File: config.mk
export PLATFORM = sky130hd
export DESIGN_NAME = rr_sched
export DESIGN_NICKNAME = d
export VERILOG_FILES = /design/src/rtl/rr_sched_pkg.sv /design/src/rtl/rr_pick.sv /design/src/rtl/rr_sched.sv
export SDC_FILE = /design/constraint.sdc
export NUM_CORES = 1
export LEC_CHECK = 0
export CAP_MARGIN = 0
export CORE_UTILIZATION = 50
export CTS_CLUSTER_DIAMETER = 150
export DETAILED_ROUTE_END_ITERATION = 8
export GPL_TIMING_DRIVEN = 0
export PLACE_DENSITY = 0.78
export SLEW_MARGIN = 20
export SYNTH_ARGS = -nofsm -noshare
export SYNTH_HDL_FRONTEND = slang
export SYNTH_SLANG_ARGS = --single-unit
File: constraint.sdc
create_clock -name clk_i -period 5.2 [get_ports clk_i]
set_clock_uncertainty 0.05 [all_clocks]
set_input_delay 1.3 -clock clk_i [delete_from_list [all_inputs] [get_ports clk_i]]
set_output_delay 1.3 -clock clk_i [all_outputs]
set_load 0.02 [all_outputs]
File: src/rtl/rr_sched_pkg.sv
// ---------------------------------------------------------------------------
// rr_sched_pkg
// Shared constants and types for the round-robin scheduler (rr_sched) and
// its rotating-priority picker (rr_pick).
//   N_REQ    : number of requesters (power of two)
//   IDX_W    : log2(N_REQ)
//   MAX_HOLD : longest grant, in cycles, before a forced release
//   HOLD_W   : hold counter width, MAX_HOLD < 2**HOLD_W
//   CNT_W    : width of the pending-request popcount (0..N_REQ)
// ---------------------------------------------------------------------------
package rr_sched_pkg;

    localparam int N_REQ    = 8;
    localparam int IDX_W    = 3;
    localparam int MAX_HOLD = 15;
    localparam int HOLD_W   = 4;
    localparam int CNT_W    = 4;

    localparam logic [HOLD_W-1:0] MAX_HOLD_V = HOLD_W'(MAX_HOLD);

    typedef enum logic {
        IDLE  = 1'b0,
        GRANT = 1'b1
    } state_t;

    typedef logic [IDX_W-1:0] idx_t;

endpackage

File: src/rtl/rr_pick.sv
// ---------------------------------------------------------------------------
// rr_pick
// Combinational rotating-priority search. The search starts one position
// after lowp (the last-served index) and wraps through all N_REQ positions;
// the first set request bit wins.
// Ports:
//   reqs  in  N_REQ  request vector
//   lowp  in  IDX_W  last-served index (lowest priority)
//   found out 1      at least one request bit set
//   idx   out IDX_W  winning index (0 when found=0)
// ---------------------------------------------------------------------------
module rr_pick
    import rr_sched_pkg::*;
(
    input  logic [N_REQ-1:0] reqs,
    input  idx_t             lowp,
    output logic             found,
    output idx_t             idx
);

    // rot[k] is the request at distance k+1 past lowp, so rot[0] has the
    // highest priority this round.
    logic [N_REQ-1:0] rot;

    genvar gi;
    generate
        for (gi = 0; gi < N_REQ; gi++) begin : g_rot
            localparam idx_t OFF = idx_t'(gi + 1);
            idx_t pos;
            assign pos     = lowp + OFF;   // wraps modulo N_REQ on IDX_W bits
            assign rot[gi] = reqs[pos];
        end
    endgenerate

    idx_t k_sel;

    always_comb begin
        found = 1'b0;
        k_sel = '0;
        // Walk from the lowest-priority slot upward so the last hit,
        // i.e. the smallest distance, is what remains.
        for (int k = N_REQ - 1; k >= 0; k--) begin
            if (rot[k]) begin
                found = 1'b1;
                k_sel = idx_t'(k);
            end
        end
    end

    assign idx = found ? (lowp + k_sel + idx_t'(1)) : '0;

endmodule

File: src/rtl/rr_sched.sv
// ---------------------------------------------------------------------------
// rr_sched
// Round-robin scheduler sharing one resource among N_REQ requesters.
// In IDLE the next requester after the last-served index is granted; the
// grant is held until the owner asserts done_i, withdraws its request, or
// the hold counter reaches MAX_HOLD. Every release is followed by one idle
// cycle before the next grant.
// Ports:
//   clk_i        in  1      clock
//   rst_i        in  1      synchronous active-high reset
//   reqs_i       in  8      request vector
//   done_i       in  1      owner releases this cycle (ignored in IDLE)
//   gnt_valid_o  out 1      grant active
//   gnt_idx_o    out 3      owner index, 0 when idle
//   gnt_onehot_o out 8      one-hot owner, 0 when idle
//   lowp_o       out 3      last-served index
//   pend_cnt_o   out 4      registered popcount of reqs_i
//   timeout_o    out 1      one-cycle pulse after a forced release
// Optional (macro RR_SCHED_STATS_EN):
//   gnt_total_o  out 16     saturating count of grants issued
//   tmo_total_o  out 8      saturating count of forced releases
// ---------------------------------------------------------------------------
module rr_sched
    import rr_sched_pkg::*;
(
    input  logic              clk_i,
    input  logic              rst_i,
    input  logic [N_REQ-1:0]  reqs_i,
    input  logic              done_i,
    output logic              gnt_valid_o,
    output logic [IDX_W-1:0]  gnt_idx_o,
    output logic [N_REQ-1:0]  gnt_onehot_o,
    output logic [IDX_W-1:0]  lowp_o,
    output logic [CNT_W-1:0]  pend_cnt_o,
    output logic              timeout_o
`ifdef RR_SCHED_STATS_EN
    ,
    output logic [15:0]       gnt_total_o,
    output logic [7:0]        tmo_total_o
`endif
);

    state_t              state_q,   state_d;
    idx_t                owner_q,   owner_d;
    idx_t                lowp_q,    lowp_d;
    logic [HOLD_W-1:0]   hold_q,    hold_d;
    logic [CNT_W-1:0]    pend_q,    pend_d;
    logic                timeout_q, timeout_d;

    logic pick_found;
    idx_t pick_idx;
    logic grant_start;
    logic release_user;
    logic hold_expired;
    logic tmo_release;

    rr_pick u_pick (
        .reqs  (reqs_i),
        .lowp  (lowp_q),
        .found (pick_found),
        .idx   (pick_idx)
    );

    // Next-state and datapath logic.
    always_comb begin
        state_d      = state_q;
        owner_d      = owner_q;
        lowp_d       = lowp_q;
        hold_d       = hold_q;
        timeout_d    = 1'b0;
        grant_start  = 1'b0;
        release_user = 1'b0;
        hold_expired = 1'b0;
        tmo_release  = 1'b0;

        pend_d = '0;
        for (int i = 0; i < N_REQ; i++) begin
            pend_d = pend_d + CNT_W'(reqs_i[i]);
        end

        case (state_q)
            IDLE: begin
                // Picker only runs from IDLE, which is what enforces the
                // one-cycle gap after every release.
                if (pick_found) begin
                    state_d     = GRANT;
                    owner_d     = pick_idx;
                    hold_d      = HOLD_W'(1);
                    grant_start = 1'b1;
                end
            end
            GRANT: begin
                release_user = done_i || !reqs_i[owner_q];
                hold_expired = (hold_q == MAX_HOLD_V);
                if (release_user || hold_expired) begin
                    state_d     = IDLE;
                    lowp_d      = owner_q;
                    hold_d      = '0;
                    // A voluntary release in the same cycle wins over the
                    // timeout, so no pulse is reported then.
                    tmo_release = !release_user;
                    timeout_d   = !release_user;
                end else begin
                    hold_d = hold_q + HOLD_W'(1);
                end
            end
            default: begin
                state_d = IDLE;
            end
        endcase
    end

    always_ff @(posedge clk_i) begin
        if (rst_i) begin
            state_q   <= IDLE;
            owner_q   <= '0;
            lowp_q    <= idx_t'(N_REQ - 1);
            hold_q    <= '0;
            pend_q    <= '0;
            timeout_q <= 1'b0;
        end else begin
            state_q   <= state_d;
            owner_q   <= owner_d;
            lowp_q    <= lowp_d;
            hold_q    <= hold_d;
            pend_q    <= pend_d;
            timeout_q <= timeout_d;
        end
    end

    assign gnt_valid_o = (state_q == GRANT);
    assign gnt_idx_o   = gnt_valid_o ? owner_q : '0;
    assign lowp_o      = lowp_q;
    assign pend_cnt_o  = pend_q;
    assign timeout_o   = timeout_q;

    genvar gi;
    generate
        for (gi = 0; gi < N_REQ; gi++) begin : g_onehot
            assign gnt_onehot_o[gi] = gnt_valid_o && (owner_q == idx_t'(gi));
        end
    endgenerate

`ifdef RR_SCHED_STATS_EN
    logic [15:0] gnt_total_q, gnt_total_d;
    logic [7:0]  tmo_total_q, tmo_total_d;

    // Both counters saturate at all-ones.
    always_comb begin
        gnt_total_d = gnt_total_q;
        tmo_total_d = tmo_total_q;
        if (grant_start && (gnt_total_q != '1)) begin
            gnt_total_d = gnt_total_q + 16'd1;
        end
        if (tmo_release && (tmo_total_q != '1)) begin
            tmo_total_d = tmo_total_q + 8'd1;
        end
    end

    always_ff @(posedge clk_i) begin
        if (rst_i) begin
            gnt_total_q <= '0;
            tmo_total_q <= '0;
        end else begin
            gnt_total_q <= gnt_total_d;
            tmo_total_q <= tmo_total_d;
        end
    end

    assign gnt_total_o = gnt_total_q;
    assign tmo_total_o = tmo_total_q;
`else
    logic unused_stats;
    assign unused_stats = grant_start ^ tmo_release;
`endif

endmodule

# Word level (Yosys, flattened, before mapping)
# Index checks and enable logic that the tools add are counted.
# Widths: inputs -> output; s select.
[word_totals]
n_memories = 0
elab_cells = 100
regBits = 16
out_inout_bits = 20
romBits = 0
latchBits = 0
mem_bits_rw = 0
[op_classes]
magnitude_cmp = 9
shifts = 0
mux = 41
n_eq_ne = 9
n_addsub = 17
bitwise_logic = 2
div_mod_pow = 0
multipliers = 0
reduce_logical = 16
[ops]
columns = ["cell", "n"]
rows = [
  ["$lt 3x4->1 const B", 9],
  ["$bmux 1 s3", 9],
  ["$mux 3", 9],
  ["$mux 1", 19],
  ["$add 4x1->4", 4],
  ["$add 3x3->3 const B", 4],
  ["$eq 3x3->1 const B", 4],
  ["$logic_and 1x1->1", 8],
  ["$mux 4", 2],
  ["$pmux 4 s2", 1],
  ["$add 3x1->3 const B", 2],
  ["$add 3x2->3 const B", 2],
  ["$eq 3x2->1 const B", 2],
  ["$add 3x1->4", 1],
  ["$add 4x1->4 const B", 1],
  ["$eq 4x4->1 const B", 1],
  ["$reduce_and 2->1", 2],
  ["$add 2x1->3", 1],
  ["$add 3x3->3", 1],
  ["$eq 3x1->1 const B", 1],
  ["$logic_not 3->1", 1],
  ["$reduce_or 3->1", 1],
  ["$add 1x1->2", 1],
  ["$logic_not 1->1", 2],
  ["other kinds (4)", 6],
]

# Logic depth before layout (Yosys ltp)
[depth]
depth_word = 12
depth_mapped = 15
mapped_depth_nobuf = 13

# Modules after synthesis
# Synthesis repeated with hierarchy kept, for this count alone.
[unflattened]
hier_cells = 189
area_unflattened_um2 = 1724.2
[by_module_without_submodules]
columns = ["mod", "area_each_um2", "seq_area_each_um2", "n_inst", "cells_per_inst"]
rows = [
  ["rr_sched", 1029.7, 320.3, 1, 118],
  ["rr_pick", 694.4, 0.0, 1, 71],
]

# Least setup slack after synthesis
# No wires, ideal clock.
[synth_timing]
kind = "in2reg"
startpoint = "in reqs_i[0]"
endpoint = "reg pend_q[2], in the netlist pend_cnt_o[2]"
n_path_buf = 0
arrival_ns = 3.526
cell_stages = 10
path_slack_ns = 1.497
path_cell_list = "fa_1 -> inv_1 -> fa_1 -> fa_1 -> inv_1 -> ha_1 -> inv_1 -> fa_1 -> xor2_1 -> nor2_1"
[synth_via]
elab_chain_cells = 7
[synth_rtl]
columns = ["element", "line_no", "text"]
rows = [
  ["start, declared", "rr_sched.sv:28", "input logic [N_REQ-1:0] reqs_i,"],
  ["$add 1x1->2", "rr_sched.sv:78", "pend_d = pend_d + CNT_W'(reqs_i[i]);"],
  ["$add 2x1->3", "rr_sched.sv:78", ""],
  ["$add 3x1->4", "rr_sched.sv:78", ""],
  ["$add 4x1->4 (4 in a row)", "rr_sched.sv:78", ""],
  ["end signal, assigned", "rr_sched.sv:126", "pend_q <= pend_d;"],
  ["end, declared", "rr_sched.sv:47", "logic [CNT_W-1:0] pend_q, pend_d;"],
]
# No other way between the ends.
# A chain may end at the register's enable or synchronous reset.

# Worst setup path after layout
# Same ends and word-level chain as after synthesis.

==> summary.md <==
| Metric | Value |
|---|---|
| Depth of the worst register-to-register path | 15 |
| M1 WL | 1630 um |
| Vias per cell | 5.99 |
| Gr ovfl total | 0 |
| Pwr per Cell Area | 417 nW/um^2 |
| DRT Pass-1 Iters | 4 |
| Vias | 1384 |
| Worst rel slew slack | 38.6% |
| CP arrival | around 4200 ps |
| Crit share post-route | 78.9% |
| EDFF count, synth | 0 |
| First-pass GRT wire length | 6420 um |
| Fin Setup TNS | 0 ps |
| # DRC | 0 |
| HP Start | hold_q[3]$_SDFFE_PP0P_ |
| Max cap viols | 0 |
| Async S/R FF share, synth | 0% |
| Initial DRC count | 82 |
| I/O Buffers | 30 |
| Core area | roughly 2800 um^2 |
| Critical path type | in -> reg |
| Fin area | 1890 um^2 |
| Required @ worst endpoint | 5330 ps |
| TritonCTS clock tree | built |
| CP endpoint kind | flip-flop |
| Total Wirelength | 3770 um |
| Met2 wire len | 1980 um |
| Clk_lat worst skew | about 300 ps |
| Synth Cell Area | 1520 um^2 |
| Post-Syn Instances | 166 |
| Worst hold slack | between 400 and 500 ps |
| Largest net degree at the start of global routing | 11 |
| Leakage | 0.769 nW |
| Setup Buffers After CTS | 0 |
| Net count after synthesis | 189 |
| Status | finished clean |
| Peak Freq | around 240 MHz |
| TritonCTS buffer count | 3 |
| H-Tree Depth | 1 |
| Path type of the worst min-delay path | reg -> reg |
| Clock root cell | clkbuf_4 |
| Post-Place Cell Area | 1860 um^2 |
| Crit-path max FO | 6 |
| Clock transition at path regs | 90 ps |
| Seq/Total Area, Yosys | 21.1% |
| Vias in the first global route | 1454 |
| Post-synth cell types | 44 |
| Hold Crit Depth | 2 |
| #FFs+latches synth | 16 |
| Initial core utilization | 54.1% |
| Clk sinks | 16 |
| RePlAce Congestion | 0.929 |
| Fin. Hold Viols | 0 |
| Dominant synthesized flop cell | dfxtp_1 |
| Total track usage | 25.4% |
| Yosys warnings | 0 |
| Met3 wire length | 88 um |
| Die W | around 57 um |
| Commonest non-fill, non-tap cell in the layout | clkdlybuf4s50_1 |
| Worst setup path startpoint | reqs_i[0] |
| Post-cts sizing count | 0 |
| Commonest cells after routing, fill and taps aside | clkdlybuf4s50_1 (30), inv_1 (18), dfxtp_1 (16) |
| Initial antenna violation count | 0 |
| WL per Instance | 16.3 um |
| Die area | 3260 um^2 |
| Placement Rows | 19 |
| RSZ-0062 raised after global routing | false |
| Routed Antenna Nets | 0 |
| Reg-to-Reg Start | lowp_o[1]$_SDFFE_PP1P_ |
| Worst-Margin Slew | ~900 ps |
| Nets@finish | 224 |
| Hold Buf Count CTS | 0 |
| Max Buffers Root-to-Sink | 2 |
| Top-level I/O count | 31 |
| Average size of a mapped cell | 9.14 um^2 |
| Min Tclk post-route | 4100 ps |
| Maximum vdd ir drop | 220 uV |
| Area growth, synth to finish | 24.7% |
| Diode count | 0 |
| Uppermost layer routed | met4 |
| Fin. max-slew vios | 0 |
| Die Y | 57.1 um |
| DPL Wire Length | 2950 um |
| Layout cell share with drive strength beyond 1 | 10.5% |
| Startpoint Class | input port |
| Final setup viols | 0 |
## sequential cells by signal (all words and copies together) (netlist names)
register and flops:
timeout_o 1, owner_q 3, gnt_valid_o 1, hold_q 4
lowp_o 3, pend_cnt_o 4
## synth_stat cells (2+ instances only)
cell	n	share of area, %
mux2i_1	10	6.6
dfxtp_1	16	21
inv_1	18	4.5
nor2_1	12	3.0
a21oi_1	7	2.3
nor3_1	6	2.0
nand2_1	4	0.99
xor2_1	3	1.7
mux2_2	7	5.2
mux4_1	2	3.5
clkbuf_1	6	1.5
mux4_2	4	5.9
a221oi_1	3	1.7
o21ai_0	2	0.66
a31oi_1	3	1.2
and2_1	3	1.2
nand3_1	4	1.3
a21o_1	3	1.5
nor3b_1	6	3.0
fa_1	5	6.6
xnor2_1	2	1.2
a211o_1	4	2.3
nor2b_1	4	1.6
buf_6	2	1.5
ha_1	7	5.8
nand3b_1	4	2.0
nand2b_1	2	0.82
## cell type report
class	count	area (um^2)
plain buffers	9	50.0
flip-flops and latches	16	320
clock buffers	4	36.3
multi-input cells	123	1080
fillers	238	912
inverters	18	67.6
well taps	31	38.8
repair buffers	30	300
## power breakdown
group | total (mW) | switching, mW | internal, mW
clock network | 0.0852 | 0.0424 | 0.0428
registers | 0.171 | 0.0233 | 0.148
logic | 0.533 | 0.278 | 0.255
total | 0.789 | 0.344 | 0.446
## final timing paths
check / end / slack (ps)
max: pend_cnt_o[2]$_SDFF_PP0_ / 1100
min: hold_q[3]$_SDFFE_PP0P_ / 460
max reg2reg: owner_q[1]$_SDFFE_PP0P_ / 1440
min reg2reg: hold_q[3]$_SDFFE_PP0P_ / 460
## critical path, cell delays in order
cell,delay [ps]
clkdlybuf4s50_1,540
fa_1,590
inv_1,50
fa_1,500
fa_1,410
inv_1,60
ha_1,150
inv_1,50
fa_1,370
xor2_1,150
nor2_1,60
## stage by stage
stage / util (%) / worst slack, ps / power, mW / instances
after CTS: 67.5 / 1070 / 0.790 / 231
final: 67.5 / 1100 / 0.789 / 231
after global routing: 67.5 / 933 / 0.851 / 231
after global placement: 66.2 / 815 / 0.675 / 227
after detailed placement: 66.2 / 771 / 0.704 / 227
after floorplan: - / 1500 / 0.557 / 166
## per-layer routing
metal	vias to the layer above	track usage, %
li1	678	-
met5	-	0
met2	21	46.2
met3	7	3.40
met4	0	8.01
met1	678	31.0
## cells by family (layout without fill, tap and decap cells)
family / Yosys count / count (layout) / synth area share (%)
simple gates: 51 / 51 / 18.8
compound gates: 32 / 32 / 15.9
buf+inv: 27 / 61 / 7.75
mux: 23 / 23 / 21.2
flops: 16 / 16 / 21.1
fa+ha+maj: 12 / 12 / 12.4
xor+xnor: 5 / 5 / 2.89
No activity file was read; power rests on OpenSTA's default activity.
